`src/rtl/mips_pkg.sv`:
```
// Shared definitions for the memory port arbiter: default widths, the
// arbiter state encoding and a helper that sizes the data-streak counter.
package mips_pkg;

    localparam int ARB_ADDR_W       = 32;
    localparam int ARB_DATA_W       = 32;
    localparam int ARB_MAX_D_STREAK = 4;

    typedef enum logic [1:0] {
        ARB_IDLE    = 2'd0,
        ARB_SERVE_I = 2'd1,
        ARB_SERVE_D = 2'd2
    } arb_state_t;

    // Counter must be able to hold the saturation value itself.
    function automatic int streak_width(input int max_streak);
        return (max_streak < 1) ? 1 : $clog2(max_streak + 1);
    endfunction

endpackage

```
`src/rtl/mem_arb_fairness.sv`:
```
// Grant selection between the fetch and data requesters, with a bounded
// data-stage streak so fetch cannot be starved indefinitely.
module mem_arb_fairness
    import mips_pkg::*;
#(
    parameter int MAX_D_STREAK = ARB_MAX_D_STREAK
) (
    input  logic clk,
    input  logic reset,
    input  logic arb_idle,
    input  logic if_req,
    input  logic d_req,
    input  logic if_done,
    input  logic d_done,
    output logic grant_i,
    output logic grant_d
);

    localparam int SW = streak_width(MAX_D_STREAK);
    localparam logic [SW-1:0] STREAK_MAX = SW'(MAX_D_STREAK);

    logic [SW-1:0] streak_cnt;
    logic          if_elig;
    logic          d_elig;
    logic          fetch_due;

    // A requester whose completion is pulsing this cycle is not eligible.
    always_comb begin
        if_elig   = if_req & ~if_done;
        d_elig    = d_req & ~d_done;
        fetch_due = (streak_cnt == STREAK_MAX) & if_elig;
        grant_d   = arb_idle & d_elig & ~fetch_due;
        grant_i   = arb_idle & if_elig & ~grant_d;
    end

    always_ff @(posedge clk or posedge reset) begin
        if (reset) begin
            streak_cnt <= '0;
        end else if (grant_d) begin
            if (!if_req) begin
                streak_cnt <= '0;
            end else if (streak_cnt != STREAK_MAX) begin
                streak_cnt <= streak_cnt + SW'(1);
            end
        end else if (grant_i) begin
            streak_cnt <= '0;
        end
    end

endmodule

```
`src/rtl/mem_port_arbiter.sv`:
```
// Single-port memory arbiter shared by instruction fetch and the data stage.
// One transaction in flight; request fields are latched at grant time.
module mem_port_arbiter
    import mips_pkg::*;
#(
    parameter int ADDR_W       = ARB_ADDR_W,
    parameter int DATA_W       = ARB_DATA_W,
    parameter int MAX_D_STREAK = ARB_MAX_D_STREAK
) (
    input  logic              clk,
    input  logic              reset,
    input  logic              if_req,
    input  logic [ADDR_W-1:0] if_addr,
    output logic [DATA_W-1:0] if_rdata,
    output logic              if_done,
    input  logic              d_rd,
    input  logic              d_wr,
    input  logic [ADDR_W-1:0] d_addr,
    input  logic [DATA_W-1:0] d_wdata,
    output logic [DATA_W-1:0] d_rdata,
    output logic              d_done,
    output logic              mem_req,
    output logic              mem_we,
    output logic [ADDR_W-1:0] mem_addr,
    output logic [DATA_W-1:0] mem_wdata,
    input  logic [DATA_W-1:0] mem_rdata,
    input  logic              mem_ack
);

    arb_state_t state;
    arb_state_t next_state;
    logic       grant_i;
    logic       grant_d;

    mem_arb_fairness #(
        .MAX_D_STREAK(MAX_D_STREAK)
    ) u_fairness (
        .clk     (clk),
        .reset   (reset),
        .arb_idle(state == ARB_IDLE),
        .if_req  (if_req),
        .d_req   (d_rd | d_wr),
        .if_done (if_done),
        .d_done  (d_done),
        .grant_i (grant_i),
        .grant_d (grant_d)
    );

    always_ff @(posedge clk or posedge reset) begin
        if (reset) begin
            state <= ARB_IDLE;
        end else begin
            state <= next_state;
        end
    end

    always_comb begin
        next_state = state;
        unique case (state)
            ARB_IDLE: begin
                if (grant_d) begin
                    next_state = ARB_SERVE_D;
                end else if (grant_i) begin
                    next_state = ARB_SERVE_I;
                end
            end
            ARB_SERVE_I,
            ARB_SERVE_D: begin
                if (mem_ack) begin
                    next_state = ARB_IDLE;
                end
            end
            default: next_state = ARB_IDLE;
        endcase
    end

    // Decoded straight from the state register so reset drops it at once.
    assign mem_req = (state != ARB_IDLE);

    // A simultaneous read and write is served as a write.
    always_ff @(posedge clk or posedge reset) begin
        if (reset) begin
            mem_we    <= 1'b0;
            mem_addr  <= '0;
            mem_wdata <= '0;
            if_rdata  <= '0;
            d_rdata   <= '0;
            if_done   <= 1'b0;
            d_done    <= 1'b0;
        end else begin
            if_done <= 1'b0;
            d_done  <= 1'b0;
            case (state)
                ARB_IDLE: begin
                    if (grant_d) begin
                        mem_we    <= d_wr;
                        mem_addr  <= d_addr;
                        mem_wdata <= d_wdata;
                    end else if (grant_i) begin
                        mem_we    <= 1'b0;
                        mem_addr  <= if_addr;
                        mem_wdata <= '0;
                    end
                end
                ARB_SERVE_I: begin
                    if (mem_ack) begin
                        if_rdata <= mem_rdata;
                        if_done  <= 1'b1;
                    end
                end
                ARB_SERVE_D: begin
                    if (mem_ack) begin
                        if (!mem_we) begin
                            d_rdata <= mem_rdata;
                        end
                        d_done <= 1'b1;
                    end
                end
                default: begin
                end
            endcase
        end
    end

endmodule
```
`config.mk`:
```
export PLATFORM = sky130hd
export DESIGN_NAME = mem_port_arbiter
export DESIGN_NICKNAME = d
export VERILOG_FILES = /design/src/rtl/mips_pkg.sv /design/src/rtl/mem_arb_fairness.sv /design/src/rtl/mem_port_arbiter.sv
export SDC_FILE = /design/constraint.sdc
export NUM_CORES = 1
export LEC_CHECK = 0
export ABC_AREA = 1
export BUFFER_PORTS_ARGS = -buffer_cell sky130_fd_sc_hd__clkbuf_2
export CAP_MARGIN = 15
export CORE_MARGIN = 5
export CORE_UTILIZATION = 47
export DETAILED_ROUTE_END_ITERATION = 6
export PLACE_DENSITY = 0.87
export SKIP_LAST_GASP = 1
export SYNTH_ARGS = -nofsm -noshare
export SYNTH_HDL_FRONTEND = slang
export SYNTH_SLANG_ARGS = --single-unit
```
`constraint.sdc`:
```
create_clock -name clk -period 5.53 [get_ports clk]
set_clock_uncertainty 0.2 [all_clocks]
set_input_delay 0.553 -clock clk [delete_from_list [all_inputs] [get_ports clk]]
set_output_delay 0.553 -clock clk [all_outputs]
set_load 0.01 [all_outputs]
```
==> results of run 1 <==
## cells in the final DEF (no fill, tap or decap), drive strengths merged
cell      count
clkinvlp      2
ha            5
buf           3
clkinv        7
nand4         3
nand3b       32
o21ai        65
nand2       217
inv          79
a21oi        32
or2           1
bufinv        3
nand3        36
dfrtp       136
nor2         36
clkbuf      284
## state kept, by name, summed over array words and instances (netlist names)
register               cells
mem_addr                  32
u_fairness.streak_cnt      3
mem_we                     1
d_done                     1
state                      2
mem_wdata                 32
d_rdata                   32
if_done                    1
if_rdata                  32
## stage by stage
stage	power [mW]	instances	setup slack, ns
finish	4.616	1109	1.906
global placement	3.431	1078	2.072
CTS	4.668	1109	1.907
floorplan	2.790	681	1.138
global route	4.968	1109	1.534
detailed placement	3.508	1078	1.952
## worst min path at each step
stage | from | end | slack, ns | cells past startpoint
after floorplan | state[1] | state[1] | 0.27 | 2
after global placement | d_rdata[16] | d_rdata[16] | 0.27 | 2
after detailed placement | if_rdata[25] | if_rdata[25] | 0.27 | 2
after CTS | reset | d_rdata[24] | 0.02 | 2
after global routing | reset | d_rdata[20] | 0.05 | 2
final | reset | d_rdata[20] | 0.006 | 2
## power groups by stage
stage | combinational (mW) | sequential [mW] | clock (mW)
floorplan | 0.897 | 1.89 | 0
global placement | 1.72 | 1.71 | 0
detailed placement | 1.79 | 1.72 | 0
CTS | 1.79 | 1.71 | 1.16
global route | 1.99 | 1.77 | 1.20
finish | 1.76 | 1.72 | 1.14
## worst max-delay path, cell delays in order, from the launching register on
cell and delay [ns]:
sky130_fd_sc_hd__dfrtp_1 0.39, sky130_fd_sc_hd__inv_1 0.09, sky130_fd_sc_hd__ha_1 0.21, sky130_fd_sc_hd__nand2_1 0.11
sky130_fd_sc_hd__nor2_4 0.60, sky130_fd_sc_hd__nand2_4 0.62, sky130_fd_sc_hd__nand2_2 0.64, sky130_fd_sc_hd__buf_4 0.42
sky130_fd_sc_hd__nor2_1 0.10, sky130_fd_sc_hd__a21oi_1 0.13
## cells in the mapped netlist
master	count
sky130_fd_sc_hd__inv_2	2
sky130_fd_sc_hd__buf_6	4
sky130_fd_sc_hd__nand2_4	1
sky130_fd_sc_hd__dfrtp_1	136
sky130_fd_sc_hd__nand3b_1	32
sky130_fd_sc_hd__clkbuf_1	21
sky130_fd_sc_hd__or2_2	1
sky130_fd_sc_hd__nand2_1	214
sky130_fd_sc_hd__ha_1	5
sky130_fd_sc_hd__buf_1	2
sky130_fd_sc_hd__buf_4	1
sky130_fd_sc_hd__o21ai_0	65
sky130_fd_sc_hd__nor2_4	1
sky130_fd_sc_hd__a21oi_1	32
sky130_fd_sc_hd__inv_1	77
sky130_fd_sc_hd__nand3_1	36
sky130_fd_sc_hd__nand2_2	2
sky130_fd_sc_hd__nor2_1	34
sky130_fd_sc_hd__buf_2	11
sky130_fd_sc_hd__nor2_2	1
sky130_fd_sc_hd__nand4_1	3
## per-layer routing
metal / vias up / global-route usage
met5: - / 0
met4: 2 / 0.07563
met3: 33 / 0.08264
met2: 262 / 0.3585
met1: 2433 / 0.2655
li1: 2625 / -
## cell families (layout without fill, tap and decap cells)
kind of cell,Yosys count,after routing,synth area share
DFF,136,136,0.5808
and+or+nand+nor,325,325,0.2419
adders and majority gates,5,5,0.01068
buffers and inverters,118,378,0.08371
AOI/OAI and AO/OA,97,97,0.08285
## layout make-up
type,count,area [um^2]
Clock buffer,19,452.9
Timing Repair Buffer,268,1349
Fill cell,1012,4273
Clock inverter,12,151.4
Tap cell,168,210.2
Multi-Input combinational cell,427,1971
Sequential cell,136,3403
Inverter,79,301.5
==> results_tabular.tex, run 1 <==
\begin{tabular}{lr}
\hline
Metric & Value \\
\hline
\multicolumn{2}{l}{\textbf{Run status}} \\
Status & complete, no violations \\
\multicolumn{2}{l}{\textbf{Global routing}} \\
Aggregate global routing overflow & 0 \\
Wire length of the first global-routing pass & 25,540 um \\
GR Util All Layers & 0.2186 \\
Via count of the first global-routing pass & about 5,300 \\
Largest net degree at the start of global routing & 73 \\
Number of antenna violations at the first check in global routing & 1 \\
\multicolumn{2}{l}{\textbf{Worst setup path}} \\
WS Path Type & reg -> reg \\
Worst Reg2Reg Path Length in Cells & 9 \\
Category of the worst setup path launch point & register \\
R2R Setup Slk & between 1.5 and 2 ns \\
Critical-path maximum fanout & approximately 70 \\
Endpoint of the most critical register-to-register path & mem\_addr[12] \\
Reg2reg start & state[0] \\
Arrival @ worst endpoint & $\sim$3.8 ns \\
Capturing instance or port of the critical path & mem\_addr[12] \\
Crit path required time & about 5.7 ns \\
Crit end category & register \\
Worst setup path start & state[0] \\
\multicolumn{2}{l}{\textbf{Floorplan}} \\
Die height & about 120 um \\
Die X & 121.7 um \\
Starting density of the core & 0.4838 \\
CORE AREA & between 0.01 and 0.015 mm\^{}2 \\
Standard-cell rows & 40 \\
Die Area & 0.01480 mm\^{}2 \\
I/O pin cnt & roughly 270 \\
\multicolumn{2}{l}{\textbf{Drt}} \\
DRC violations left & 0 \\
Number of vias in the routed layout & 5,355 \\
Topmost layer with routed signal wires & met5 \\
DRT iter0 DRCs & roughly 380 \\
Met2 Wirelength & around 7600 um \\
DR vias/cell & roughly 4.8 \\
First drt pass iteration count & 5 \\
Number of nets with antenna violations after detailed routing & 0 \\
Wire length the detailed router placed on met1 & approximately 6300 um \\
Total length of routed wires & about 16,000 um \\
Average detailed-routed wire length per instance & about 14 um \\
DR WL met3 & 1752 um \\
\multicolumn{2}{l}{\textbf{CTS}} \\
Number of clock sinks & 136 \\
Number of post-CTS setup repair buffers & 0 \\
Post-cts repair resize count & 0 \\
Num CTS Buffers & 17 \\
Clock-pin slew on the worst setup and hold paths & approximately 0.06 ns \\
Worst skew pair latency & approximately 0.4 ns \\
Clock tree buffer depth & 2 \\
CTS Hold Buffers Added & 0 \\
Root cell of the clock tree & sky130\_fd\_sc\_hd\_\_clkbuf\_16 \\
Depth of the CTS H-tree & 4 \\
Clock tree from TritonCTS & built \\
\multicolumn{2}{l}{\textbf{STA}} \\
Hold Fails Final Rpt & 0 \\
Number of max-slew violations in the final report & 0 \\
Final sum of negative setup slack & 0 ns \\
Min Tclk post-route & $\sim$3.6 ns \\
Period Utilization, post-route & 0.6554 \\
Slew margin rel. & 0.3025 \\
Worst hold slack across all endpoints & roughly 0.0062 ns \\
Final number of setup-violating endpoints & 0 \\
RSZ-0062 raised after global routing & no \\
Maximum frequency from static timing analysis & approximately 0.28 GHz \\
Actual transition at the worst max-transition pin & roughly 1.0 ns \\
\multicolumn{2}{l}{\textbf{Yosys}} \\
Count of cell types in the netlist & 21 \\
Cells taking the most area after synthesis & sky130\_fd\_sc\_hd\_\_dfrtp\_1 58\%, sky130\_fd\_sc\_hd\_\_nand2\_1 14\%, sky130\_fd\_sc\_hd\_\_o21ai\_0 5.6\%, sky130\_fd\_sc\_hd\_\_inv\_1 4.9\%, sky130\_fd\_sc\_hd\_\_nand3b\_1 4.1\% \\
Share of the synthesized area in the top cell type & 0.5808 \\
Number of synthesized register bits & 136 \\
Yosys synthesis warning count & 0 \\
Most area-hungry cell type in the Yosys netlist & sky130\_fd\_sc\_hd\_\_dfrtp\_1 \\
Post-synthesis net count & about 800 \\
Combined area of all synthesized cells & a little under 0.006 mm\^{}2 \\
Synthesized instance count & $\sim$700 \\
Average size of a mapped cell & between 8 and 9 um\^{}2 \\
Sequential cell area fraction in the yosys report & 0.5808 \\
\multicolumn{2}{l}{\textbf{Pwr}} \\
PD cells & 588.9 mW/mm\^{}2 \\
Cell-internal power & about 2.8 mW \\
Part of the total power dissipated in the clock network & 0.247 \\
Part of the total power dissipated in sequential elements & 0.372 \\
Logic pwr share & 0.382 \\
Total net switching power & $\sim$1.8 mW \\
Proportion of total power due to net switching & 0.3882 \\
IR Drop Worst-Case VDD & between 0.3 and 0.4 mV \\
Leakage & around 4.5 nW \\
\multicolumn{2}{l}{\textbf{Final layout}} \\
Finished layout cell area & roughly 0.0078 mm\^{}2 \\
Layout overhead on the synthesized area & 33.78\% \\
Share of final-layout standard cells stronger than drive strength 1 & 0.3294 \\
Core utilization of the finished layout & 0.6472 \\
Layout Nets & 1,068 \\
ANT cells & 0 \\
\multicolumn{2}{l}{\textbf{Place}} \\
Buffers added on ports & approximately 270 \\
Post-detailed-placement half-perimeter wirelength & between 10,000 and 15,000 um \\
Placed Instance Area & between 0.007 and 0.008 mm\^{}2 \\
Global placement routability congestion & $\sim$0.78 \\
\multicolumn{2}{l}{\textbf{Worst hold path}} \\
Path class of the lowest-slack min-delay path & in -> async \\
\multicolumn{2}{l}{\textbf{Job}} \\
Number of violations of the max-capacitance limit & 0 \\
\hline
\end{tabular}
Note: power is estimated with default switching activity, not from simulation.
==> inputs of run 2 (changes only) <==
--- a/config.mk
+++ b/config.mk
@@ -9,9 +9,9 @@
 export BUFFER_PORTS_ARGS = -buffer_cell sky130_fd_sc_hd__clkbuf_2
 export CAP_MARGIN = 15
 export CORE_MARGIN = 5
-export CORE_UTILIZATION = 47
+export CORE_UTILIZATION = 43
 export DETAILED_ROUTE_END_ITERATION = 6
-export PLACE_DENSITY = 0.87
+export PLACE_DENSITY = 0.84
 export SKIP_LAST_GASP = 1
 export SYNTH_ARGS = -nofsm -noshare
 export SYNTH_HDL_FRONTEND = slang
==> constraint.sdc (replaced) <==
create_clock -name clk -period 3.3 [get_ports clk]
set_clock_uncertainty 0.2 [all_clocks]
set_input_delay 0.33 -clock clk [delete_from_list [all_inputs] [get_ports clk]]
set_output_delay 0.33 -clock clk [all_outputs]
set_load 0.01 [all_outputs]
==> run 2 against run 1 <==
Against the previous run:
- clock-buffer cell count is 2 lower
- final area increased by 9.6%
- combinational power grew 75%
- non-clock buffer count increased by 72
- sequential share of layout area fell by 3.8 points
- first-iteration DRC count shrank 17%
- die area rose by 8.5%
==> results_tabular.tex, run 2 (same netlist as run 1, synthesis figures left out) <==
\begin{tabular}{lr}
\hline
Metric & Value \\
\hline
\multicolumn{2}{l}{\textbf{CTS}} \\
Worst skew pair latency & slightly above 0.4 ns \\
Number of clock sinks & about 140 \\
Root cell of the clock tree & sky130\_fd\_sc\_hd\_\_clkbuf\_16 \\
Clock-pin slew on the worst setup and hold paths & about 0.06 ns \\
Depth of the CTS H-tree & 4 \\
Clock tree from TritonCTS & built \\
Num CTS Buffers & 17 \\
Clock tree buffer depth & 2 \\
\multicolumn{2}{l}{\textbf{STA}} \\
Period Utilization, post-route & 0.6947 \\
Slew margin rel. & 0.2949 \\
Min Tclk post-route & around 2.3 ns \\
Post-route setup slack & just over 1 ns \\
Actual transition at the worst max-transition pin & 1.054 ns \\
Hold Fails Final Rpt & 0 \\
Final number of setup-violating endpoints & 0 \\
RSZ-0062 raised after global routing & no \\
Final sum of negative setup slack & 0 ns \\
Maximum frequency from static timing analysis & 0.4362 GHz \\
Number of max-slew violations in the final report & 0 \\
Worst hold slack across all endpoints & 0.01598 ns \\
\multicolumn{2}{l}{\textbf{Floorplan}} \\
CORE AREA & 0.01330 mm\^{}2 \\
Die height & around 130 um \\
Standard-cell rows & 42 \\
I/O pin cnt & 266 \\
Die Area & around 0.016 mm\^{}2 \\
Die X & $\sim$130 um \\
Starting density of the core & 0.4407 \\
\multicolumn{2}{l}{\textbf{Final layout}} \\
Layout overhead on the synthesized area & 46.64\% \\
Count of filler cells inserted in the layout & 1,075 \\
Share of final-layout standard cells stronger than drive strength 1 & 0.3116 \\
Most frequent cells in the layout & 265 x sky130\_fd\_sc\_hd\_\_clkbuf\_2, 212 x sky130\_fd\_sc\_hd\_\_nand2\_1, 136 x sky130\_fd\_sc\_hd\_\_dfrtp\_1 \\
ANT cells & 0 \\
Layout Nets & 1,140 \\
Count of placed standard cells in the final layout, fillers left out & around 1,200 \\
Most frequent standard cell in the layout excluding fill and tap cells & sky130\_fd\_sc\_hd\_\_clkbuf\_2 \\
Core utilization of the finished layout & 0.6462 \\
Finished layout cell area & between 0.008 and 0.009 mm\^{}2 \\
\multicolumn{2}{l}{\textbf{Worst setup path}} \\
Cell breakdown of the critical path & inv\_1 -> ha\_1 -> nand2\_1 -> nor2\_4 -> nand2\_4 -> nand2\_2 -> buf\_4 -> nor2\_1 -> a21oi\_1 \\
Reg2reg start & state[0] \\
Critical-path maximum fanout & 38 \\
WS Path Type & reg -> reg \\
Worst Reg2Reg Path Length in Cells & 9 \\
Critical Path Max Stage Delay & about 0.42 ns \\
Crit path required time & 3.43 ns \\
Category of the worst setup path launch point & register \\
Arrival @ worst endpoint & around 2.4 ns \\
Worst-path cell with the longest stage delay & sky130\_fd\_sc\_hd\_\_buf\_4 \\
Crit end category & register \\
R2R Setup Slk & between 1 and 1.5 ns \\
Endpoint of the most critical register-to-register path & mem\_addr[16] \\
\multicolumn{2}{l}{\textbf{Place}} \\
Placed Instance Area & approximately 0.0073 mm\^{}2 \\
Buffers added on ports & between 200 and 300 \\
Global placement routability congestion & 0.8664 \\
Cell total after placement & roughly 1,100 \\
Worst slack at placement & between 1 and 1.5 ns \\
Post-detailed-placement half-perimeter wirelength & approximately 12,000 um \\
\multicolumn{2}{l}{\textbf{Global routing}} \\
Global Route met3 Usage & 0.07188 \\
Via count of the first global-routing pass & $\sim$6,000 \\
GRT busiest layer & met2 \\
Aggregate global routing overflow & 0 \\
Largest net degree at the start of global routing & slightly below 70 \\
Wire length of the first global-routing pass & 29,320 um \\
GR met2 Demand/Resource & 0.3739 \\
GR Util All Layers & 0.2261 \\
Number of antenna violations at the first check in global routing & 0 \\
Global-route met1 utilization & 0.2625 \\
\multicolumn{2}{l}{\textbf{Drt}} \\
Average detailed-routed wire length per instance & between 15 and 20 um \\
DRC violations left & 0 \\
Number of vias in the routed layout & between 5,000 and 6,000 \\
DR vias/cell & 4.812 \\
First drt pass iteration count & 5 \\
Total length of routed wires & around 18,000 um \\
DRT iter0 DRCs & roughly 320 \\
Number of nets with antenna violations after detailed routing & 0 \\
\multicolumn{2}{l}{\textbf{Pwr}} \\
IR Drop Worst-Case VDD & $\sim$0.53 mV \\
PD cells & 926.0 mW/mm\^{}2 \\
Total Power & around 8.0 mW \\
Leakage & roughly 4.8 nW \\
\multicolumn{2}{l}{\textbf{Worst hold path}} \\
Worst hold path endpoint & if\_rdata[24] \\
Hold Path Cell Cnt & 3 \\
Path class of the lowest-slack min-delay path & in -> reg \\
Critical hold path startpoint & mem\_rdata[24] \\
\multicolumn{2}{l}{\textbf{Run status}} \\
Status & complete, no violations \\
\multicolumn{2}{l}{\textbf{Job}} \\
Number of violations of the max-capacitance limit & 0 \\
\hline
\end{tabular}
==> run 2: timing repair <==
item / CTS / global route
buffers inserted: 0 / 0
hold buffers: 67 / 0
gates resized for setup: 0 / 0
hold endpoints to repair: 103 / 0
==> run 2: final cells by class <==
| type | instances | area (um^2) | share of cell area |
|---|---|---|---|
| flip-flops and latches | 136 | 3403 | 0.3961 |
| repair buffers | 340 | 2069 | 0.2409 |
| multi-input cells | 427 | 1971 | 0.2294 |
| clock buffers | 17 | 425.4 | 0.04951 |
| inverters | 79 | 300.3 | 0.03495 |
| well taps | 176 | 220.2 | 0.02563 |
| clock inverters | 15 | 202.7 | 0.02359 |
==> run 2: per-layer routing <==
metal  part of all wire  wire [um]
met1               0.38       6904
met2               0.49       8752
met3              0.094       1683
met4              0.036        652
met5                  0          0
==> run 2: worst max path at each step <==
stage,end,cells past startpoint,start
after floorplan,d_done,1,reset
after global placement,mem_addr[3],9,state[0]
after detailed placement,mem_addr[16],9,state[0]
after CTS,mem_addr[16],9,state[0]
after global routing,mem_addr[8],9,state[1]
final,mem_addr[16],9,state[0]
==> run 2: worst max-delay path: cells and delay by family (launching register included) <==
family                   cells  cell delay [ns]
buffers and inverters        2             0.51
flip-flops                   1             0.39
adder cells (fa/ha/maj)      1             0.22
AND/OR/NAND/NOR              5             0.77
AO/OA/AOI/OAI                1             0.13
==> run 2: where the power goes <==
group	total (mW)	internal [mW]	switching (mW)
clock	1.99	1.27	0.729
combinational	3.08	1.15	1.93
sequential	2.89	2.43	0.454
==> inputs of run 3 (changes only) <==
==> constraint.sdc (replaced) <==
create_clock -name clk -period 2 [get_ports clk]
set_clock_uncertainty 0.2 [all_clocks]
set_input_delay 0.2 -clock clk [delete_from_list [all_inputs] [get_ports clk]]
set_output_delay 0.2 -clock clk [all_outputs]
set_load 0.01 [all_outputs]
==> run 3 against run 2 <==
Against the previous run:
- maximum frequency is 20% higher
- wire length grew 19%
- via count up 12%
- critical path depth is 1 higher
- hold slack gained 0.017 ns
- sequential cell count is the same
- die area is the same
- clock power up 58%
- clock-buffer cell count grew 6
- sequential power up 65%
- sequential share of layout area decreased by 3.4 points
- register-to-register slack got worse by 0.92 ns
- critical path type unchanged
- highest routed layer unchanged
==> results_tabular.tex, run 3 (same netlist as run 1, synthesis figures left out) <==
\begin{tabular}{lr}
\hline
Metric & Value \\
\hline
\multicolumn{2}{l}{\textbf{STA}} \\
Actual transition at the worst max-transition pin & 0.4099 ns \\
Final number of setup-violating endpoints & 0 \\
Maximum frequency from static timing analysis & approximately 0.52 GHz \\
Hold Fails Final Rpt & 0 \\
Number of max-slew violations in the final report & 0 \\
Period Utilization, post-route & 0.9540 \\
RSZ-0062 raised after global routing & yes \\
Slew margin rel. & 0.7267 \\
Min Tclk post-route & around 1.9 ns \\
Worst hold slack across all endpoints & about 0.032 ns \\
\multicolumn{2}{l}{\textbf{Pwr}} \\
Total Power & between 10 and 15 mW \\
Leakage & 5.204 nW \\
Logic pwr share & 0.422 \\
Total net switching power & roughly 5.4 mW \\
Proportion of total power due to net switching & 0.3948 \\
IR Drop Worst-Case VDD & just over 0.8 mV \\
Cell-internal power & 8.304 mW \\
Part of the total power dissipated in the clock network & 0.230 \\
Part of the total power dissipated in sequential elements & 0.348 \\
PD cells & $\sim$1500 mW/mm\^{}2 \\
\multicolumn{2}{l}{\textbf{Place}} \\
Cell total after placement & about 1,100 \\
Post-detailed-placement half-perimeter wirelength & about 12,000 um \\
Placed Instance Area & around 0.0074 mm\^{}2 \\
Global placement routability congestion & slightly below 0.9 \\
Buffers added on ports & 265 \\
\multicolumn{2}{l}{\textbf{CTS}} \\
Root cell of the clock tree & sky130\_fd\_sc\_hd\_\_clkbuf\_16 \\
Worst skew pair latency & 0.41 ns \\
Clock tree from TritonCTS & built \\
Clock tree buffer depth & 2 \\
Depth of the CTS H-tree & 4 \\
Num CTS Buffers & 17 \\
Number of clock sinks & roughly 140 \\
Clock-pin slew on the worst setup and hold paths & roughly 0.06 ns \\
\multicolumn{2}{l}{\textbf{Drt}} \\
Number of nets with antenna violations after detailed routing & 0 \\
Average detailed-routed wire length per instance & about 17 um \\
Total length of routed wires & 21,330 um \\
DRC violations left & 0 \\
Number of vias in the routed layout & around 6,400 \\
First drt pass iteration count & 5 \\
DRT iter0 DRCs & about 450 \\
DR vias/cell & roughly 5 \\
\multicolumn{2}{l}{\textbf{Worst setup path}} \\
Category of the worst setup path launch point & register \\
Top cell by count, worst path & sky130\_fd\_sc\_hd\_\_nand2\_1 \\
Reg2reg start & u\_fairness.streak\_cnt[0] \\
Worst Reg2Reg Path Length in Cells & 10 \\
Critical-path maximum fanout & 27 \\
Crit path required time & 2.09 ns \\
Worst setup path start & u\_fairness.streak\_cnt[0] \\
Critical Path Max Stage Delay & between 0.3 and 0.4 ns \\
Capturing instance or port of the critical path & mem\_addr[24] \\
Cell breakdown of the critical path & inv\_1 -> ha\_1 -> nand2\_1 -> inv\_1 -> nand2\_2 -> nand2\_4 -> buf\_6 -> nand2\_1 -> nand2\_1 -> a21oi\_1 \\
R2R Setup Slk & between 0.09 and 0.1 ns \\
Arrival @ worst endpoint & $\sim$2 ns \\
Worst-path cell with the longest stage delay & sky130\_fd\_sc\_hd\_\_dfrtp\_1 \\
Crit end category & register \\
Endpoint of the most critical register-to-register path & mem\_addr[24] \\
WS Path Type & reg -> reg \\
\multicolumn{2}{l}{\textbf{Global routing}} \\
Number of antenna violations at the first check in global routing & 1 \\
Aggregate global routing overflow & 0 \\
Via count of the first global-routing pass & between 6,000 and 7,000 \\
Largest net degree at the start of global routing & 73 \\
GR Util All Layers & 0.2582 \\
Wire length of the first global-routing pass & 33,080 um \\
\multicolumn{2}{l}{\textbf{Job}} \\
Number of violations of the max-capacitance limit & 0 \\
\multicolumn{2}{l}{\textbf{Final layout}} \\
Count of placed standard cells in the final layout, fillers left out & around 1,300 \\
Finished layout cell area & roughly 0.0094 mm\^{}2 \\
Core utilization of the finished layout & 0.7062 \\
Most frequent cells in the layout & 265 x sky130\_fd\_sc\_hd\_\_clkbuf\_2, 212 x sky130\_fd\_sc\_hd\_\_nand2\_1, 136 x sky130\_fd\_sc\_hd\_\_dfrtp\_1 \\
Layout Nets & approximately 1,200 \\
Most frequent standard cell in the layout excluding fill and tap cells & sky130\_fd\_sc\_hd\_\_clkbuf\_2 \\
Layout overhead on the synthesized area & 60.24\% \\
Count of filler cells inserted in the layout & 893 \\
Share of final-layout standard cells stronger than drive strength 1 & 0.2971 \\
\multicolumn{2}{l}{\textbf{Floorplan}} \\
I/O pin cnt & approximately 270 \\
Die Area & roughly 0.016 mm\^{}2 \\
CORE AREA & around 0.013 mm\^{}2 \\
Die height & 126.7 um \\
Starting density of the core & 0.4407 \\
Standard-cell rows & between 40 and 50 \\
Die X & 126.7 um \\
\multicolumn{2}{l}{\textbf{Worst hold path}} \\
Path class of the lowest-slack min-delay path & in -> reg \\
Hold Path Cell Cnt & 4 \\
\multicolumn{2}{l}{\textbf{Run status}} \\
Status & complete, no violations \\
\hline
\end{tabular}
[run 3: worst min-delay path by stage]
stage                     from      endpoint  slack [ns]
global route        d_addr[25]  mem_addr[25]        0.06
finish              d_addr[25]  mem_addr[25]        0.03
floorplan           d_wdata[0]  mem_wdata[0]        0.12
global placement         reset    d_rdata[0]        0.14
detailed placement       reset    d_rdata[0]        0.15
CTS                 d_addr[25]  mem_addr[25]       0.007
[run 3: worst max-delay path, delay by kind of cell (launching register included)]
kind | cells | cell delay [ns]
compound gates | 1 | 0.09
buf+inv | 3 | 0.43
fa+ha+maj | 1 | 0.17
simple gates | 5 | 0.48
flops | 1 | 0.39
[run 3: layout make-up]
class | instances | area (um^2) | share of cell area
Inverter | 79 | 300.3 | 0.03198
Multi-Input combinational cell | 427 | 1982 | 0.2111
Antenna cell | 1 | 2.502 | 0.0002665
Timing Repair Buffer | 413 | 2890 | 0.3078
Clock inverter | 9 | 122.6 | 0.01306
Clock buffer | 23 | 467.9 | 0.04984
Sequential cell | 136 | 3403 | 0.3625
Tap cell | 176 | 220.2 | 0.02345
[run 3: per-layer routing]
layer,share of wire,GRT usage,vias to the layer above
met5,0,0,-
met4,0.045,0.1350,0
met3,0.11,0.09248,90
met2,0.48,0.4247,444
met1,0.36,0.2959,2964
li1,-,-,2915
[run 3: what timing repair did]
action,4_1_cts,5_1_grt
buffers inserted,0,0
endpoints found under the hold margin,272,0
setup endpoints to repair,0,40
hold buffers,131,0
resized for setup,0,7
[run 3: power by group through the flow]
stage / registers (mW) / logic [mW] / clock network, mW
final: 4.78 / 5.80 / 3.15
after global routing: 4.91 / 6.35 / 3.32
after CTS: 4.73 / 5.38 / 3.19
after detailed placement: 4.74 / 5.18 / 0
after global placement: 4.70 / 4.99 / 0
after floorplan: 5.23 / 2.48 / 0
[run 3: through the flow]
step	worst slack, ns	setup TNS [ns]
finish	0.09205	0
detailed placement	0.06868	0
CTS	0.05566	0
global route	-0.02275	-0.06591
floorplan	-0.09315	-12.67
global placement	0.1545	0
